### config.mk
export PLATFORM = sky130hd
export DESIGN_NAME = lcd_dma_axi_reader_flat
export DESIGN_NICKNAME = d
export VERILOG_FILES = /design/src/rtl/lcd_dma_axi_reader_pkg.sv /design/src/rtl/lcd_dma_axi_reader_if.sv /design/src/rtl/lcd_dma_axi_reader.sv /design/src/flat_wrapper.sv
export SDC_FILE = /design/constraint.sdc
export NUM_CORES = 1
export LEC_CHECK = 0
export CAP_MARGIN = 20
export CORE_MARGIN = 4
export CORE_UTILIZATION = 40
export CTS_BUF_LIST = sky130_fd_sc_hd__clkbuf_2
export DETAILED_ROUTE_END_ITERATION = 7
export PLACE_DENSITY = 0.86
export SKIP_LAST_GASP = 1
export SYNTH_ARGS = -nofsm -noshare
export SYNTH_HDL_FRONTEND = slang
export SYNTH_SLANG_ARGS = --single-unit
### constraint.sdc
create_clock -name CLK -period 2.43 [get_ports CLK]
set_input_delay 0.243 -clock CLK [delete_from_list [all_inputs] [get_ports CLK]]
set_output_delay 0.243 -clock CLK [all_outputs]
set_load 0.005 [all_outputs]
### src/rtl/lcd_dma_axi_reader_pkg.sv
`default_nettype none
// +----------------------------------------------------------------------------+
// | lcd_dma_pkg                                                                |
// | Shared AXI constants, FSM state type and burst default for the LCD DMA.   |
// | Revision: 1.0                                                              |
// +----------------------------------------------------------------------------+
package lcd_dma_pkg;

  localparam logic [1:0] AXI_BURST_INCR    = 2'b01;
  localparam logic [2:0] AXI_SIZE_4B       = 3'b010;
  localparam logic [1:0] AXI_RESP_OKAY     = 2'b00;
  localparam int         LCD_DMA_BURST_LEN = 8;

  typedef enum logic [1:0] {
    IDLE = 2'd0,
    ADDR = 2'd1,
    DATA = 2'd2
  } lcd_dma_state_t;

endpackage
`default_nettype wire

### src/rtl/lcd_dma_axi_reader_if.sv
`default_nettype none
// +----------------------------------------------------------------------------+
// | lcd_dma_axi_reader_if                                                      |
// | AXI4 read-address and read-data channels (32-bit data) for the DMA reader.|
// | Revision: 1.0                                                              |
// +----------------------------------------------------------------------------+
interface lcd_dma_axi_reader_if;

  logic [31:0] ARADDR;
  logic [7:0]  ARLEN;
  logic [2:0]  ARSIZE;
  logic [1:0]  ARBURST;
  logic        ARVALID;
  logic        ARREADY;
  logic [31:0] RDATA;
  logic [1:0]  RRESP;
  logic        RLAST;
  logic        RVALID;
  logic        RREADY;

  modport master (
    output ARADDR, ARLEN, ARSIZE, ARBURST, ARVALID, RREADY,
    input  ARREADY, RDATA, RRESP, RLAST, RVALID
  );

  modport slave (
    input  ARADDR, ARLEN, ARSIZE, ARBURST, ARVALID, RREADY,
    output ARREADY, RDATA, RRESP, RLAST, RVALID
  );

endinterface
`default_nettype wire

### src/rtl/lcd_dma_axi_reader.sv
`default_nettype none
// +----------------------------------------------------------------------------+
// | lcd_dma_axi_reader                                                         |
// | Turns a DMA_START request into one AXI4 INCR read burst and returns each  |
// | beat as a one-cycle DMA_RD_DATA_VALID strobe.                              |
// | Optional error counter: define LCD_DMA_ERR_CNT_EN.                         |
// | Revision: 1.0                                                              |
// +----------------------------------------------------------------------------+
module lcd_dma_axi_reader
  import lcd_dma_pkg::*;
#(
  parameter int BURST_LEN  = LCD_DMA_BURST_LEN,
  parameter int ADDR_WIDTH = 30
) (
  input  logic                  CLK,
  input  logic                  RESET,
  input  logic [ADDR_WIDTH-1:0] DMA_RD_ADDR,
  input  logic                  DMA_START,
  output logic                  DMA_READY,
  output logic [31:0]           DMA_RD_DATA,
  output logic                  DMA_RD_DATA_VALID,
`ifdef LCD_DMA_ERR_CNT_EN
  output logic [15:0]           DMA_ERR_COUNT,
  output logic [0:0]            DMA_ERR_STICKY,
`endif
  lcd_dma_axi_reader_if.master  M_AXI
);

  localparam int             CNT_W     = 5;
  localparam logic [CNT_W-1:0] FWD_LIM   = CNT_W'(BURST_LEN);
  localparam logic [CNT_W-1:0] EARLY_LIM = CNT_W'(BURST_LEN - 1);

  lcd_dma_state_t   state_q, state_d;
  logic [31:0]      araddr_q, araddr_d;
  logic [CNT_W-1:0] beat_cnt_q, beat_cnt_d;
  logic [31:0]      rd_data_q, rd_data_d;
  logic             rd_valid_q, rd_valid_d;
  logic             beat_hs;
  logic [31:0]      start_byte_addr;
  logic [ADDR_WIDTH+1:0] byte_addr_full;

  assign byte_addr_full = {DMA_RD_ADDR, 2'b00};

  generate
    if (ADDR_WIDTH + 2 >= 32) begin : g_addr_trunc
      assign start_byte_addr = byte_addr_full[31:0];
    end else begin : g_addr_ext
      assign start_byte_addr = {{(30 - ADDR_WIDTH){1'b0}}, byte_addr_full};
    end
  endgenerate

  assign beat_hs = (state_q == DATA) && M_AXI.RVALID;

  always_comb begin
    state_d    = state_q;
    araddr_d   = araddr_q;
    beat_cnt_d = beat_cnt_q;
    rd_data_d  = '0;
    rd_valid_d = 1'b0;
    case (state_q)
      IDLE: begin
        if (DMA_START) begin
          state_d    = ADDR;
          araddr_d   = start_byte_addr;
          beat_cnt_d = '0;
        end
      end
      ADDR: begin
        if (M_AXI.ARREADY) state_d = DATA;
      end
      DATA: begin
        if (M_AXI.RVALID) begin
          // Beats past BURST_LEN are still accepted so the interconnect drains.
          if (beat_cnt_q < FWD_LIM) begin
            rd_valid_d = 1'b1;
            rd_data_d  = M_AXI.RDATA;
          end
          if (beat_cnt_q != '1) beat_cnt_d = beat_cnt_q + 1'b1;
          if (M_AXI.RLAST) state_d = IDLE;
        end
      end
      default: state_d = IDLE;
    endcase
  end

  always_ff @(posedge CLK) begin
    if (RESET) begin
      state_q    <= IDLE;
      araddr_q   <= '0;
      beat_cnt_q <= '0;
      rd_data_q  <= '0;
      rd_valid_q <= 1'b0;
    end else begin
      state_q    <= state_d;
      araddr_q   <= araddr_d;
      beat_cnt_q <= beat_cnt_d;
      rd_data_q  <= rd_data_d;
      rd_valid_q <= rd_valid_d;
    end
  end

  assign DMA_READY         = (state_q == IDLE);
  assign DMA_RD_DATA       = rd_data_q;
  assign DMA_RD_DATA_VALID = rd_valid_q;

  assign M_AXI.ARADDR  = araddr_q;
  assign M_AXI.ARLEN   = 8'(BURST_LEN - 1);
  assign M_AXI.ARSIZE  = AXI_SIZE_4B;
  assign M_AXI.ARBURST = AXI_BURST_INCR;
  assign M_AXI.ARVALID = (state_q == ADDR);
  assign M_AXI.RREADY  = (state_q == DATA);

`ifdef LCD_DMA_ERR_CNT_EN
  logic [15:0] err_cnt_q, err_cnt_d;
  logic        err_sticky_q, err_sticky_d;
  logic [1:0]  err_inc;
  logic [16:0] err_sum;

  always_comb begin
    err_inc      = 2'd0;
    if (beat_hs && (M_AXI.RRESP != AXI_RESP_OKAY)) err_inc = err_inc + 2'd1;
    // An RLAST arriving before BURST_LEN beats counts as one short-burst error.
    if (beat_hs && M_AXI.RLAST && (beat_cnt_q < EARLY_LIM)) err_inc = err_inc + 2'd1;
    err_sum      = {1'b0, err_cnt_q} + 17'(err_inc);
    err_cnt_d    = err_sum[16] ? 16'hFFFF : err_sum[15:0];
    err_sticky_d = err_sticky_q | (err_inc != 2'd0);
  end

  always_ff @(posedge CLK) begin
    if (RESET) begin
      err_cnt_q    <= '0;
      err_sticky_q <= 1'b0;
    end else begin
      err_cnt_q    <= err_cnt_d;
      err_sticky_q <= err_sticky_d;
    end
  end

  assign DMA_ERR_COUNT  = err_cnt_q;
  assign DMA_ERR_STICKY = err_sticky_q;
`endif

endmodule
`default_nettype wire

### src/flat_wrapper.sv
// flat-port wrapper written by rule: the top's interface ports become plain ports
module lcd_dma_axi_reader_flat import lcd_dma_pkg::*;
#(
  parameter int BURST_LEN  = LCD_DMA_BURST_LEN,
  parameter int ADDR_WIDTH = 30
)
  (CLK, RESET, DMA_RD_ADDR, DMA_START, DMA_READY, DMA_RD_DATA, DMA_RD_DATA_VALID, M_AXI_ARADDR, M_AXI_ARLEN, M_AXI_ARSIZE, M_AXI_ARBURST, M_AXI_ARVALID, M_AXI_RREADY, M_AXI_ARREADY, M_AXI_RDATA, M_AXI_RRESP, M_AXI_RLAST, M_AXI_RVALID);
  lcd_dma_axi_reader_if M_AXI_i ();
  input  logic CLK;
  input  logic RESET;
  input  logic [ADDR_WIDTH-1:0] DMA_RD_ADDR;
  input  logic DMA_START;
  output logic DMA_READY;
  output logic [31:0] DMA_RD_DATA;
  output logic DMA_RD_DATA_VALID;
  output wire logic [$bits(M_AXI_i.ARADDR)-1:0] M_AXI_ARADDR;
  output wire logic [$bits(M_AXI_i.ARLEN)-1:0] M_AXI_ARLEN;
  output wire logic [$bits(M_AXI_i.ARSIZE)-1:0] M_AXI_ARSIZE;
  output wire logic [$bits(M_AXI_i.ARBURST)-1:0] M_AXI_ARBURST;
  output wire logic [$bits(M_AXI_i.ARVALID)-1:0] M_AXI_ARVALID;
  output wire logic [$bits(M_AXI_i.RREADY)-1:0] M_AXI_RREADY;
  input wire logic [$bits(M_AXI_i.ARREADY)-1:0] M_AXI_ARREADY;
  input wire logic [$bits(M_AXI_i.RDATA)-1:0] M_AXI_RDATA;
  input wire logic [$bits(M_AXI_i.RRESP)-1:0] M_AXI_RRESP;
  input wire logic [$bits(M_AXI_i.RLAST)-1:0] M_AXI_RLAST;
  input wire logic [$bits(M_AXI_i.RVALID)-1:0] M_AXI_RVALID;
  assign M_AXI_ARADDR = M_AXI_i.ARADDR;
  assign M_AXI_ARLEN = M_AXI_i.ARLEN;
  assign M_AXI_ARSIZE = M_AXI_i.ARSIZE;
  assign M_AXI_ARBURST = M_AXI_i.ARBURST;
  assign M_AXI_ARVALID = M_AXI_i.ARVALID;
  assign M_AXI_RREADY = M_AXI_i.RREADY;
  assign M_AXI_i.ARREADY = M_AXI_ARREADY;
  assign M_AXI_i.RDATA = M_AXI_RDATA;
  assign M_AXI_i.RRESP = M_AXI_RRESP;
  assign M_AXI_i.RLAST = M_AXI_RLAST;
  assign M_AXI_i.RVALID = M_AXI_RVALID;
  lcd_dma_axi_reader #(.BURST_LEN(BURST_LEN), .ADDR_WIDTH(ADDR_WIDTH)) u_core (.CLK(CLK), .RESET(RESET), .DMA_RD_ADDR(DMA_RD_ADDR), .DMA_START(DMA_START), .DMA_READY(DMA_READY), .DMA_RD_DATA(DMA_RD_DATA), .DMA_RD_DATA_VALID(DMA_RD_DATA_VALID), .M_AXI(M_AXI_i));
endmodule
==> impl_metrics.env <==
export IMPL_place_congestion=0.767
export IMPL_drive_above_1_share=0.0581
export IMPL_crit_family="flip-flops"
export IMPL_cp_required_ns=2.19
export IMPL_yosysMostFrequentCell="dfxtp_1"
export IMPL_antennaDiodeCount=0
export IMPL_dpl_cell_area_um2=3750
export IMPL_timing_fmax_mhz=493
export IMPL_hp_start="DMA_RD_ADDR[6]"
export IMPL_drcViolationCount=0
export IMPL_ctsHtreeMaxLevel=3
export IMPL_synth_top_family_by_area="simple AND/OR/NAND/NOR gates"
export IMPL_hold_path_class="in -> reg"
export IMPL_yosys_area_top_type_share=0.569
export IMPL_fin_skew_ns=0.0374
export IMPL_drt_wl_total_um=6720
export IMPL_utilization=0.652
export IMPL_start_util=0.413
export IMPL_antenna_left=0
export IMPL_grt_overflow=0
export IMPL_clock_sinks=70
export IMPL_hold_slack_ns=0.269
export IMPL_ys_types=26
export IMPL_crit_path_max_fanout=10
export IMPL_cpPeakStageDelay_ns=0.56
export IMPL_rr_startpoint="u_core.beat_cnt_q[0]"
export IMPL_synthArstFlopShare=0
export IMPL_hold_path_depth=3
export IMPL_multi_input_area_um2=883
export IMPL_portBuffers=133
export IMPL_fp_dieW_um=86.5
export IMPL_synthFlopType="dfxtp_1"
export IMPL_dr_pass1_iters=4
export IMPL_vias_per_cell=4.56
export IMPL_crit_chain="and2b_4 -> clkdlybuf4s50_1"
export IMPL_finalHoldViolations=0
export IMPL_worst_path_stages=2
export IMPL_fillers=496
export IMPL_wl_per_cell_um=14.3
export IMPL_synth_xor_area_frac=0
export IMPL_nets=463
export IMPL_dp_hpwl_um=5060
export IMPL_run_status="complete, no violations"
export IMPL_min_period_over_period=0.834
export IMPL_relSlewSlack=0.646
export IMPL_synth_edf_count=0
export IMPL_cts_hold_buf=0
export IMPL_cts_root_buf="clkbuf_2"
export IMPL_num_vias=2147
export IMPL_grt_use_met1=0.187
export IMPL_die_h_um=86.5
export IMPL_row_count=28
export IMPL_cp_slowest_cell="dfxtp_1"
export IMPL_cts_setup_buffers=0
export IMPL_worstMarginPinSlew_ns=0.531
export IMPL_antenna_found_initial=0
export IMPL_setup_violations=0
export IMPL_yosys_area_share_simple=0.230
export IMPL_top_usage_layer="met2"
export IMPL_ys_ff_latch=70
export IMPL_final_setup_tns_ns=0
export IMPL_regArea_um2=1400
export IMPL_synth_area_leaders="dfxtp_1, nand2_1, and2_1, a21oi_1, buf_4"
export IMPL_r2r_cells=6
export IMPL_grtUsageTotal=0.176
export IMPL_rsz0062_at_grt="false"
export IMPL_cp_arrival_ns=1.78
export IMPL_syn_area_um2=2460
export IMPL_grt_use_met3=0.0532
export IMPL_min_period_ns=2.03
export IMPL_tritoncts="done"
export IMPL_critical_path_buf_inv_count=1
export IMPL_core_um2=5960
export IMPL_cp_endpoint="M_AXI_RREADY"
export IMPL_p_leak_uw=0.00151
export IMPL_synth_compound_area_share=0.0935
export IMPL_die_area_um2=7480
export IMPL_synth_common_cells="dfxtp_1, nand2_1, a21oi_1"
export IMPL_crit_path_end_kind="output port"
export IMPL_r2r_setup_slack_ns=0.63
export IMPL_grt_pass1_wl_um=10100
export IMPL_power_uw=2290
export IMPL_synth_cells=260
export IMPL_grt_pass1_vias=2051
export IMPL_p_per_area_nw_per_um2=589
export IMPL_vdd_ir_drop_max_mv=0.318
export IMPL_synth_seq_area_share=0.569
export IMPL_num_io_pins=151
export IMPL_path_class="reg -> out"
export IMPL_startpoint="u_core.state_q[1]"
export IMPL_drt_initial_drc_count=133
export IMPL_drv_cap=0
export IMPL_synth_avg_cell_area_um2=9.47
export IMPL_synthAdderAreaFrac=0.0102
export IMPL_area_delta_synth_final_pct=57.7
export IMPL_setup_worst_path_start_class="flop"
export IMPL_yosys_area_top_type="dfxtp_1"
export IMPL_drv_slew=0
export IMPL_use_met2=0.314
export IMPL_clk_pin_slew_ns=0.20
export IMPL_r2r_end="u_core.beat_cnt_q[3]"
export IMPL_cts_buffer_depth=2
export IMPL_design_area_um2=3880
export IMPL_clock_latency_ns=0.49
export IMPL_cts_inserted_buffers=9
export IMPL_post_cts_resized_instances=0
export IMPL_ys_warnings_count=0
export IMPL_synth_area_mux_share=0
export IMPL_grt_max_degree=34
==> cell families (layout without fill, tap and decap cells) <==
family          Yosys count  count (layout)
compound gates           42              42
other cells               2              15
buf+inv                  31             154
fa+ha+maj                 2               2
simple gates            113             113
flops                    70              70
==> worst min-delay path by stage <==
stage and endpoint:
3_3_place_gp u_core.M_AXI.ARADDR[2], 5_1_grt u_core.M_AXI.ARADDR[19], 4_1_cts u_core.M_AXI.ARADDR[19], 3_5_place_dp u_core.M_AXI.ARADDR[22], 2_1_floorplan u_core.state_q[0], 6_report u_core.M_AXI.ARADDR[8]
==> worst min-delay path, delay by kind of cell <==
family / cells / cell delay (ns)
buffers and inverters: 1 / 0.40
AND/OR/NAND/NOR: 1 / 0.05
AO/OA/AOI/OAI: 1 / 0.05
==> flip-flops by register name, indices dropped and copies added, names as in the netlist <==
| register | flops |
|---|---|
| u_core.DMA_RD_DATA_VALID | 1 |
| u_core.state_q | 2 |
| u_core.beat_cnt_q | 5 |
| u_core.M_AXI.ARADDR | 30 |
| u_core.DMA_RD_DATA | 32 |
==> per-stage QoR <==
stage	std cells	setup slack [ns]
global route	471	0.311
detailed placement	455	0.482
CTS	471	0.369
global placement	455	0.511
finish	471	0.403
floorplan	273	0.800
==> routing by layer <==
| layer | part of all wire | wire, um | up-vias |
|---|---|---|---|
| met1 | 0.37 | 2490 | 967 |
| met2 | 0.52 | 3490 | 95 |
| met3 | 0.084 | 567 | 13 |
| li1 | - | - | 1072 |
| met5 | 0 | 0 | - |
| met4 | 0.026 | 174 | 0 |
==> cells in the final DEF (no fill, tap or decap), drive strengths merged <==
cell           count
bufinv             2
or3b               1
buf                5
nand4bb            1
and2b              1
clkdlybuf4s50    133
a311oi             2
and2              32
nand2b             2
nand3              4
conb              15
and3               1
nor2               3
and4bb             1
and4b              1
ha                 2
a41oi              1
nor2b              1
nand2             63
dfxtp             70
a2111oi            1
clkinv             3
o211ai             2
nand3b             1
nor3b              1
clkinvlp           1
a21oi             36
clkbuf            10
==> layout make-up <==
class | count | area share
clock buffer | 10 | 0.0129
clock inverter | 6 | 0.0222
multi-input combinational | 172 | 0.227
sequential | 70 | 0.361
tap | 75 | 0.0242
timing repair buffer | 138 | 0.352
==> power breakdown <==
group	internal, uW	switching [uW]	total, uW
Combinational	202	117	318
Clock	343	412	755
Sequential	1190	24.7	1220
Total	1740	553	2290
(Power assumes the default switching activity.)
